### config.mk
export PLATFORM = sky130hd
export DESIGN_NAME = datapath_pipe
export DESIGN_NICKNAME = d
export VERILOG_FILES = /design/src/rtl/datapath_pipe.sv
export SDC_FILE = /design/constraint.sdc
export NUM_CORES = 2
export LEC_CHECK = 0
export CAP_MARGIN = 10
export CORE_MARGIN = 4
export CORE_UTILIZATION = 50
export DETAILED_ROUTE_END_ITERATION = 7
export GPL_TIMING_DRIVEN = 0
export PLACE_DENSITY = 0.73
export SETUP_SLACK_MARGIN = 0.3
export SKIP_CTS_REPAIR_TIMING = 1
export SLEW_MARGIN = 20
export SYNTH_ARGS = -nofsm -noshare
export SYNTH_HDL_FRONTEND = slang
export SYNTH_SLANG_ARGS = --single-unit
### constraint.sdc
create_clock -name clk -period 4.7 [get_ports clk]
set_input_delay 0.94 -clock clk [delete_from_list [all_inputs] [get_ports clk]]
set_output_delay 0.94 -clock clk [all_outputs]
set_load 0.05 [all_outputs]
### src/rtl/datapath_pipe.sv
`default_nettype none
// ============================================================================
// Module   : datapath_pipe
// Brief    : Register file + ALU execution core with valid/ready issue, an
//            EX->WB pipeline with forwarding and a multicycle unsigned divider.
// Revision : 1.0  initial release
// ============================================================================
module datapath_pipe #(
    parameter int XLEN  = 32,
    parameter int NREGS = 32,
    parameter int RA_W  = 5
) (
    input  logic            clk,
    input  logic            reset,
    input  logic            in_valid,
    output logic            in_ready,
    input  logic [RA_W-1:0] rs1,
    input  logic [RA_W-1:0] rs2,
    input  logic [RA_W-1:0] rw,
    input  logic [6:0]      operation,
    input  logic            use_imm,
    input  logic [XLEN-1:0] imm,
    input  logic            write,
    output logic [XLEN-1:0] result,
    output logic            result_valid,
    output logic            zero_flag,
    output logic            illegal_op,
    output logic            busy
);

    localparam logic [6:0] OP_ADD = 7'd0;
    localparam logic [6:0] OP_SUB = 7'd1;
    localparam logic [6:0] OP_AND = 7'd2;
    localparam logic [6:0] OP_OR  = 7'd3;
    localparam logic [6:0] OP_XOR = 7'd4;
    localparam logic [6:0] OP_SLT = 7'd5;
    localparam logic [6:0] OP_DIV = 7'd6;
    localparam logic [6:0] OP_REM = 7'd7;
    localparam int         CNT_W  = $clog2(XLEN);

    typedef enum logic [1:0] {
        S_IDLE = 2'd0,
        S_RUN  = 2'd1,
        S_DONE = 2'd2
    } state_t;

    logic [XLEN-1:0] r_regs [NREGS];

    logic            r_ex_valid;
    logic [6:0]      r_ex_op;
    logic [XLEN-1:0] r_ex_a;
    logic [XLEN-1:0] r_ex_b;
    logic [RA_W-1:0] r_ex_rw;
    logic            r_ex_wr;

    state_t          r_state;
    logic [CNT_W-1:0] r_cnt;
    logic [XLEN-1:0] r_rem;
    logic [XLEN-1:0] r_quo;
    logic [XLEN-1:0] r_dvs;
    logic [RA_W-1:0] r_div_rw;
    logic            r_div_wr;
    logic            r_div_is_rem;
    logic            r_busy;
    logic            r_in_ready;

    logic [XLEN-1:0] w_ex_res;
    logic            w_ex_illegal;
    logic            w_fwd_ok;
    logic [XLEN-1:0] w_op_a;
    logic [XLEN-1:0] w_rs2_val;
    logic [XLEN-1:0] w_op_b;
    logic            w_accept;
    logic            w_is_div;
    logic [XLEN:0]   w_trial;
    logic [XLEN:0]   w_diff;
    logic            w_step_q;
    logic [XLEN-1:0] w_step_rem;
    logic            w_div_done;
    logic            w_wb_valid;
    logic [XLEN-1:0] w_wb_data;
    logic            w_wb_illegal;
    logic            w_wb_we;
    logic [RA_W-1:0] w_wb_rw;
    logic            w_rf_we;

    assign in_ready = r_in_ready;
    assign busy     = r_busy;
    assign w_accept = in_valid && r_in_ready;
    assign w_is_div = (operation == OP_DIV) || (operation == OP_REM);

    always_comb begin
        w_ex_res     = '0;
        w_ex_illegal = 1'b0;
        case (r_ex_op)
            OP_ADD:  w_ex_res = r_ex_a + r_ex_b;
            OP_SUB:  w_ex_res = r_ex_a - r_ex_b;
            OP_AND:  w_ex_res = r_ex_a & r_ex_b;
            OP_OR:   w_ex_res = r_ex_a | r_ex_b;
            OP_XOR:  w_ex_res = r_ex_a ^ r_ex_b;
            OP_SLT:  w_ex_res = {{(XLEN-1){1'b0}}, ($signed(r_ex_a) < $signed(r_ex_b))};
            default: w_ex_illegal = 1'b1;
        endcase
    end

    // Only an instruction that will actually update the register file is forwarded.
    assign w_fwd_ok  = r_ex_valid && r_ex_wr && (r_ex_rw != '0) && !w_ex_illegal;
    assign w_op_a    = (rs1 == '0) ? '0 :
                       (w_fwd_ok && (r_ex_rw == rs1)) ? w_ex_res : r_regs[rs1];
    assign w_rs2_val = (rs2 == '0) ? '0 :
                       (w_fwd_ok && (r_ex_rw == rs2)) ? w_ex_res : r_regs[rs2];
    assign w_op_b    = use_imm ? imm : w_rs2_val;

    always_ff @(posedge clk) begin
        if (reset) begin
            r_ex_valid <= 1'b0;
            r_ex_op    <= '0;
            r_ex_a     <= '0;
            r_ex_b     <= '0;
            r_ex_rw    <= '0;
            r_ex_wr    <= 1'b0;
        end else begin
            r_ex_valid <= w_accept && !w_is_div;
            if (w_accept) begin
                r_ex_op <= operation;
                r_ex_a  <= w_op_a;
                r_ex_b  <= w_op_b;
                r_ex_rw <= rw;
                r_ex_wr <= write;
            end
        end
    end

    // Restoring step; a zero divisor naturally yields all-ones quotient and remainder = dividend.
    assign w_trial    = {r_rem, r_quo[XLEN-1]};
    assign w_diff     = w_trial - {1'b0, r_dvs};
    assign w_step_q   = !w_diff[XLEN];
    assign w_step_rem = w_step_q ? w_diff[XLEN-1:0] : w_trial[XLEN-1:0];

    always_ff @(posedge clk) begin
        if (reset) begin
            r_state      <= S_IDLE;
            r_cnt        <= '0;
            r_rem        <= '0;
            r_quo        <= '0;
            r_dvs        <= '0;
            r_div_rw     <= '0;
            r_div_wr     <= 1'b0;
            r_div_is_rem <= 1'b0;
            r_busy       <= 1'b0;
            r_in_ready   <= 1'b0;
        end else begin
            case (r_state)
                S_IDLE: begin
                    r_in_ready <= 1'b1;
                    if (w_accept && w_is_div) begin
                        r_state      <= S_RUN;
                        r_cnt        <= '0;
                        r_rem        <= '0;
                        r_quo        <= w_op_a;
                        r_dvs        <= w_op_b;
                        r_div_rw     <= rw;
                        r_div_wr     <= write;
                        r_div_is_rem <= (operation == OP_REM);
                        r_busy       <= 1'b1;
                        r_in_ready   <= 1'b0;
                    end
                end
                S_RUN: begin
                    r_rem <= w_step_rem;
                    r_quo <= {r_quo[XLEN-2:0], w_step_q};
                    r_cnt <= r_cnt + 1'b1;
                    if (r_cnt == CNT_W'(XLEN-1)) begin
                        r_state <= S_DONE;
                    end
                end
                S_DONE: begin
                    r_state    <= S_IDLE;
                    r_busy     <= 1'b0;
                    r_in_ready <= 1'b1;
                end
                default: r_state <= S_IDLE;
            endcase
        end
    end

    assign w_div_done   = (r_state == S_DONE);
    assign w_wb_valid   = r_ex_valid || w_div_done;
    assign w_wb_data    = w_div_done ? (r_div_is_rem ? r_rem : r_quo) : w_ex_res;
    assign w_wb_illegal = r_ex_valid && w_ex_illegal;
    assign w_wb_we      = w_div_done ? r_div_wr : r_ex_wr;
    assign w_wb_rw      = w_div_done ? r_div_rw : r_ex_rw;
    assign w_rf_we      = w_wb_valid && w_wb_we && (w_wb_rw != '0) && !w_wb_illegal;

    always_ff @(posedge clk) begin
        if (reset) begin
            for (int i = 0; i < NREGS; i++) begin
                r_regs[i] <= '0;
            end
        end else if (w_rf_we) begin
            r_regs[w_wb_rw] <= w_wb_data;
        end
    end

    always_ff @(posedge clk) begin
        if (reset) begin
            result       <= '0;
            result_valid <= 1'b0;
            zero_flag    <= 1'b0;
            illegal_op   <= 1'b0;
        end else begin
            result_valid <= w_wb_valid;
            illegal_op   <= w_wb_illegal;
            if (w_wb_valid) begin
                result    <= w_wb_data;
                zero_flag <= (w_wb_data == '0);
            end
        end
    end

endmodule
`default_nettype wire

* Yosys cells after proc, flatten, opt, wreduce, memory -nomap -nowiden
Memory sizes are Yosys's and may differ from the RTL's.
Index checks and enable logic that the tools add are counted.
** Operators by class
- Muxes and demuxes :: 33
- Bitwise logic cells :: 3
- Reduce and logical (&&, ||, !) cells :: 32
- Equality and inequality tests :: 14
- Add/subtract/negate cells :: 4
- Magnitude comparators :: 1
** Operators by type and width (number)
- $mux 32 :: 11
- $pmux 32 s6 :: 1
- $pmux 32 s2 :: 2
- $sub 33x32->33 :: 1
- $add 32x32->32 :: 1
- $and 32x32->32 :: 1
- $logic_not 32->1 :: 1
- $lt 32x32->1 :: 1
- $or 32x32->32 :: 1
- $reduce_or 32->1 :: 1
- $sub 32x32->32 :: 1
- $xor 32x32->32 :: 1
- $eq 7x3->1 const B :: 4
- $mux 5 :: 3
- $eq 7x2->1 const B :: 2
- $logic_and 1x1->1 :: 12
- $eq 5x5->1 :: 2
- $logic_not 5->1 :: 2
- $mux 1 :: 10
- $pmux 5 s2 :: 1
- $reduce_bool 5->1 :: 2
- $reduce_and 2->1 :: 4
- $eq 7x1->1 const B :: 1
- $logic_not 7->1 :: 1
- 13 further kinds :: 20
** Storage, ports and cells
- Register bits :: 225
- Bits in writable memories :: 1024
- Output and inout port bits :: 37
- Memories :: 1
** Memory list
- r_regs :: words 32, bits a word 32, rd ports 2, clocked after Yosys merged registers in 0, write ports 32, RTL line 47 : logic [XLEN-1:0] r_regs [NREGS];

* Logic depth before layout (Yosys ltp)
- Depth after elaboration :: 11
- Depth in mapped cells :: 16
- Mapped depth without buffers :: 16

* Worst setup path after synthesis
OpenSTA, ideal clock, no wires.
- Path kind :: input port to flip-flop
- Start point :: input rs1[0]
- End point :: register r_quo[16]
- Stages :: 11
- Data arrival time :: 3.630 ns
- Setup slack :: 0.943 ns
- Required time :: 4.572 ns
- Path buffers :: 3
- Path through :: clkbuf_1 -> buf_2 -> buf_1 -> mux4_2 -> mux4_2 -> mux2i_1 -> nand2_1 -> o211ai_1 -> nor2_1 -> a221oi_1 -> nor2_1
** Between the ends
- Cells in the longest elaborated chain, start to end :: 6
- Elaborated cells between the ends (all ways) :: 8
- Classes of those cells :: eq/ne (1); mux (4); reduce/logical (2); memory (1)
** Ends and longest elaborated chain
- from (decl) :: RTL line 17 : input logic [RA_W-1:0] rs1,
- branches (longest 3 deep; another with $mem_v2 32x32)
- $mux 32 * :: RTL line 108 : assign w_op_a = (rs1 == '0) ? '0 :
- $mux 32 * :: RTL line 156 : if (w_accept && w_is_div) begin
- $pmux 32 s2 * :: RTL line 153 : case (r_state)
- to (signal assigned) :: RTL line 160 : r_quo <= w_op_a;
- to (signal assigned) :: RTL line 171 : r_quo <= {r_quo[XLEN-2:0], w_step_q};
- to (decl) :: RTL line 59 : logic [XLEN-1:0] r_quo;
Mark *: on every way between the ends. The select of a mux whose other input is x is not followed.
A chain may end at the register's enable or synchronous reset.

* Worst setup path in the final report
- Start point :: input rs1[1]
- End point :: register r_quo[26]
Same word-level chain as after synthesis.

==> impl_metrics.env <==
export IMPL_outcome="finished with violations"
export IMPL_failed_checks="DRC, capacitance limit, slew limit, setup timing"
export IMPL_crit_fanout=10
export IMPL_grt_pass1_vias=54456
export IMPL_slew_headroom=-0.0911
export IMPL_tritoncts="done"
export IMPL_cap_violations=1
export IMPL_synth_top_area_frac=0.446
export IMPL_period_share=1.16
export IMPL_clock_tree_root_cell="clkbuf_16"
export IMPL_finalSetupViolations=73
export IMPL_power_density_nw_per_um2=360
export IMPL_postLayoutCellArea_um2=78200
export IMPL_crit_arrival_ns=6.09
export IMPL_clkLatencyLatePin_ns=0.82
export IMPL_syn_area_um2=69000
export IMPL_hold_violations=0
export IMPL_drc_errors=170
export IMPL_p_leak_nw=26.6
export IMPL_viasPerCell=7.53
export IMPL_vias=58586
export IMPL_dpl_hpwl_um=224000
export IMPL_criticalPathCategory="in -> reg"
export IMPL_clk_path_buf_depth=3
export IMPL_holdWs_ns=0.472
export IMPL_place_area_um2=73100
export IMPL_synthTopCellsByArea="edfxtp_1, mux4_2, nor2_1, dfxtp_1, ha_1"
export IMPL_std_cell_rows=136
export IMPL_yosysTopAreaCell="edfxtp_1"
export IMPL_numCtsBuffers=132
export IMPL_die_h_um=379
export IMPL_initial_core_util=0.502
export IMPL_overflow=0
export IMPL_ant_nets=0
export IMPL_synth_seq_cells=1249
export IMPL_routedWlPerCell_um=41.0
export IMPL_die_w_um=379
export IMPL_fin_crit_ns=5.44
export IMPL_antenna_found_initial=23
export IMPL_tightest_slew_ns=1.59
export IMPL_dp_slack_ns=-1.31
export IMPL_syn_inst=5582
export IMPL_p_total_mw=28.1
export IMPL_nets=6073
export IMPL_drtIter0Drc=12658
export IMPL_syn_area_per_cell_um2=12.4
export IMPL_yosysMostFrequentCell="nor2_1"
export IMPL_drt_wl_total_um=319000
export IMPL_setup_ws_ns=-0.741
export IMPL_max_freq_mhz=184
export IMPL_worstPathRequired_ns=5.35
export IMPL_rsz0062_at_grt="true"
export IMPL_start_kind="primary input"
export IMPL_pin_count=96
export IMPL_seq_area_frac_synth=0.511
export IMPL_drive_gt1_frac=0.215
export IMPL_synthDistinctLibCells=108
export IMPL_ys_top_cells_by_count="nor2_1, edfxtp_1, mux4_2"
export IMPL_core_um2=137000
export IMPL_cts_htree_levels=4
export IMPL_grt_max_degree=33
export IMPL_finalMaxSlewViolations=2
export IMPL_ys_warn_count=0
export IMPL_syn_to_final_growth_pct=13.4
export IMPL_synth_top_flop_cell="edfxtp_1"
export IMPL_clk_pin_slew_worst_paths_ns=0.06
export IMPL_clock_skew_ns=0.0403
export IMPL_die_area_um2=144000
export IMPL_drt_pass1_iter_count=8
export IMPL_worstHoldPathType="reg -> reg"
export IMPL_numPortBuffers=86
export IMPL_peakVddDrop_mv=0.312
export IMPL_grt_use_total=0.440
export IMPL_clock_sinks=1249
export IMPL_grt_pass1_wl_um=430000
export IMPL_gp_congestion=1.09
export IMPL_async_flop_share=0
export IMPL_crit_path_end_kind="register"
export IMPL_synth_edf_count=1024
==> kinds of logic (layout without fill, tap and decap cells) <==
| logic type | after synthesis | after routing | synth area share |
|---|---|---|---|
| AOI/OAI and AO/OA | 799 | 799 | 0.0773 |
| xor gates and xnor gates | 46 | 46 | 0.00595 |
| adders and majority gates | 140 | 140 | 0.0257 |
| buffers and inverters | 656 | 1014 | 0.0373 |
| DFF | 1249 | 1249 | 0.511 |
| muxes | 765 | 765 | 0.227 |
| other | 1 | 45 | 0.0000544 |
| and+or+nand+nor | 1926 | 1928 | 0.115 |
==> worst paths after layout <==
check             start           end  slack (ns)  cells past startpoint
max              rs1[1]     r_quo[26]       -0.74                     10
min            r_div_wr      r_div_wr        0.47                      2
max reg2reg  r_ex_op[0]  r_regs[1][7]       -0.08                     11
min reg2reg    r_div_wr      r_div_wr        0.47                      2
==> registers in the layout, summed over array words and instances, names as in the netlist <==
signal / cells
r_ex_wr: 1
r_div_wr: 1
r_div_is_rem: 1
r_rem: 32
r_ex_op: 7
r_div_rw: 5
r_regs: 1024
r_cnt: 5
r_ex_valid: 1
busy: 1
r_ex_b: 32
in_ready: 1
result: 32
r_quo: 32
r_dvs: 32
illegal_op: 1
r_ex_rw: 5
zero_flag: 1
r_ex_a: 32
r_state: 2
result_valid: 1
==> per-layer routing <==
layer	global-route usage	part of all wire
met2	0.571	0.39
met3	0.264	0.19
met4	0.319	0.099
met1	0.530	0.32
met5	0.0443	0.0032
==> worst max-delay path, cell delays in order <==
cell      delay, ns
clkbuf_1       0.52
clkbuf_2       0.50
clkbuf_2       0.55
buf_2          0.74
mux4_2         0.45
mux4_2         0.46
mux2i_1        1.23
a211oi_2       0.39
nand2_1        0.21
a21oi_1        0.08
==> stage by stage <==
step	utilization	setup TNS (ns)	instances
after CTS	0.562	-927.89	7752
after global routing	0.569	-0.916	7771
after floorplan	-	0	5613
after detailed placement	0.533	-977.64	7519
final	0.570	-7.62	7780
after global placement	0.526	-2394.74	7493
==> final cells by class <==
| class | count | area, um2 |
|---|---|---|
| Antenna cell | 13 | 32.5 |
| Buffer | 518 | 2350 |
| Clock buffer | 175 | 3610 |
| Clock inverter | 58 | 420 |
| Fill cell | 10926 | 59100 |
| Inverter | 138 | 518 |
| Multi-Input combinational cell | 3710 | 32200 |
| Sequential cell | 1249 | 35300 |
| Tap cell | 1794 | 2240 |
| Timing Repair Buffer | 125 | 1570 |
==> layout by cell type, fill, tap and decap left out, types with 18 or more instances in the layout <==
cell	instances
o211ai_1	21
a211oi_2	22
xnor2_1	26
buf_1	19
nand3_1	43
a21o_1	33
xor2_1	19
a211oi_1	101
inv_1	136
a21oi_1	240
nand2b_1	18
clkbuf_4	27
nand2_4	18
nor3_1	44
clkdlybuf4s50_1	86
mux4_2	640
o21ai_1	22
a22oi_1	36
clkinv_1	27
o21ai_0	105
conb_1	32
clkbuf_2	127
clkbuf_16	138
buf_2	87
nand2_1	331
ha_1	137
edfxtp_1	1024
clkbuf_1	285
nor2_1	1269
mux2i_1	91
nor2b_1	42
and3_1	24
dfxtp_1	225
==> where the power goes <==
group | internal [mW] | switching [mW]
Combinational | 1.64 | 3.66
Clock | 5.59 | 4.71
Sequential | 12.3 | 0.253
Note: power is estimated with default switching activity, not from simulation.
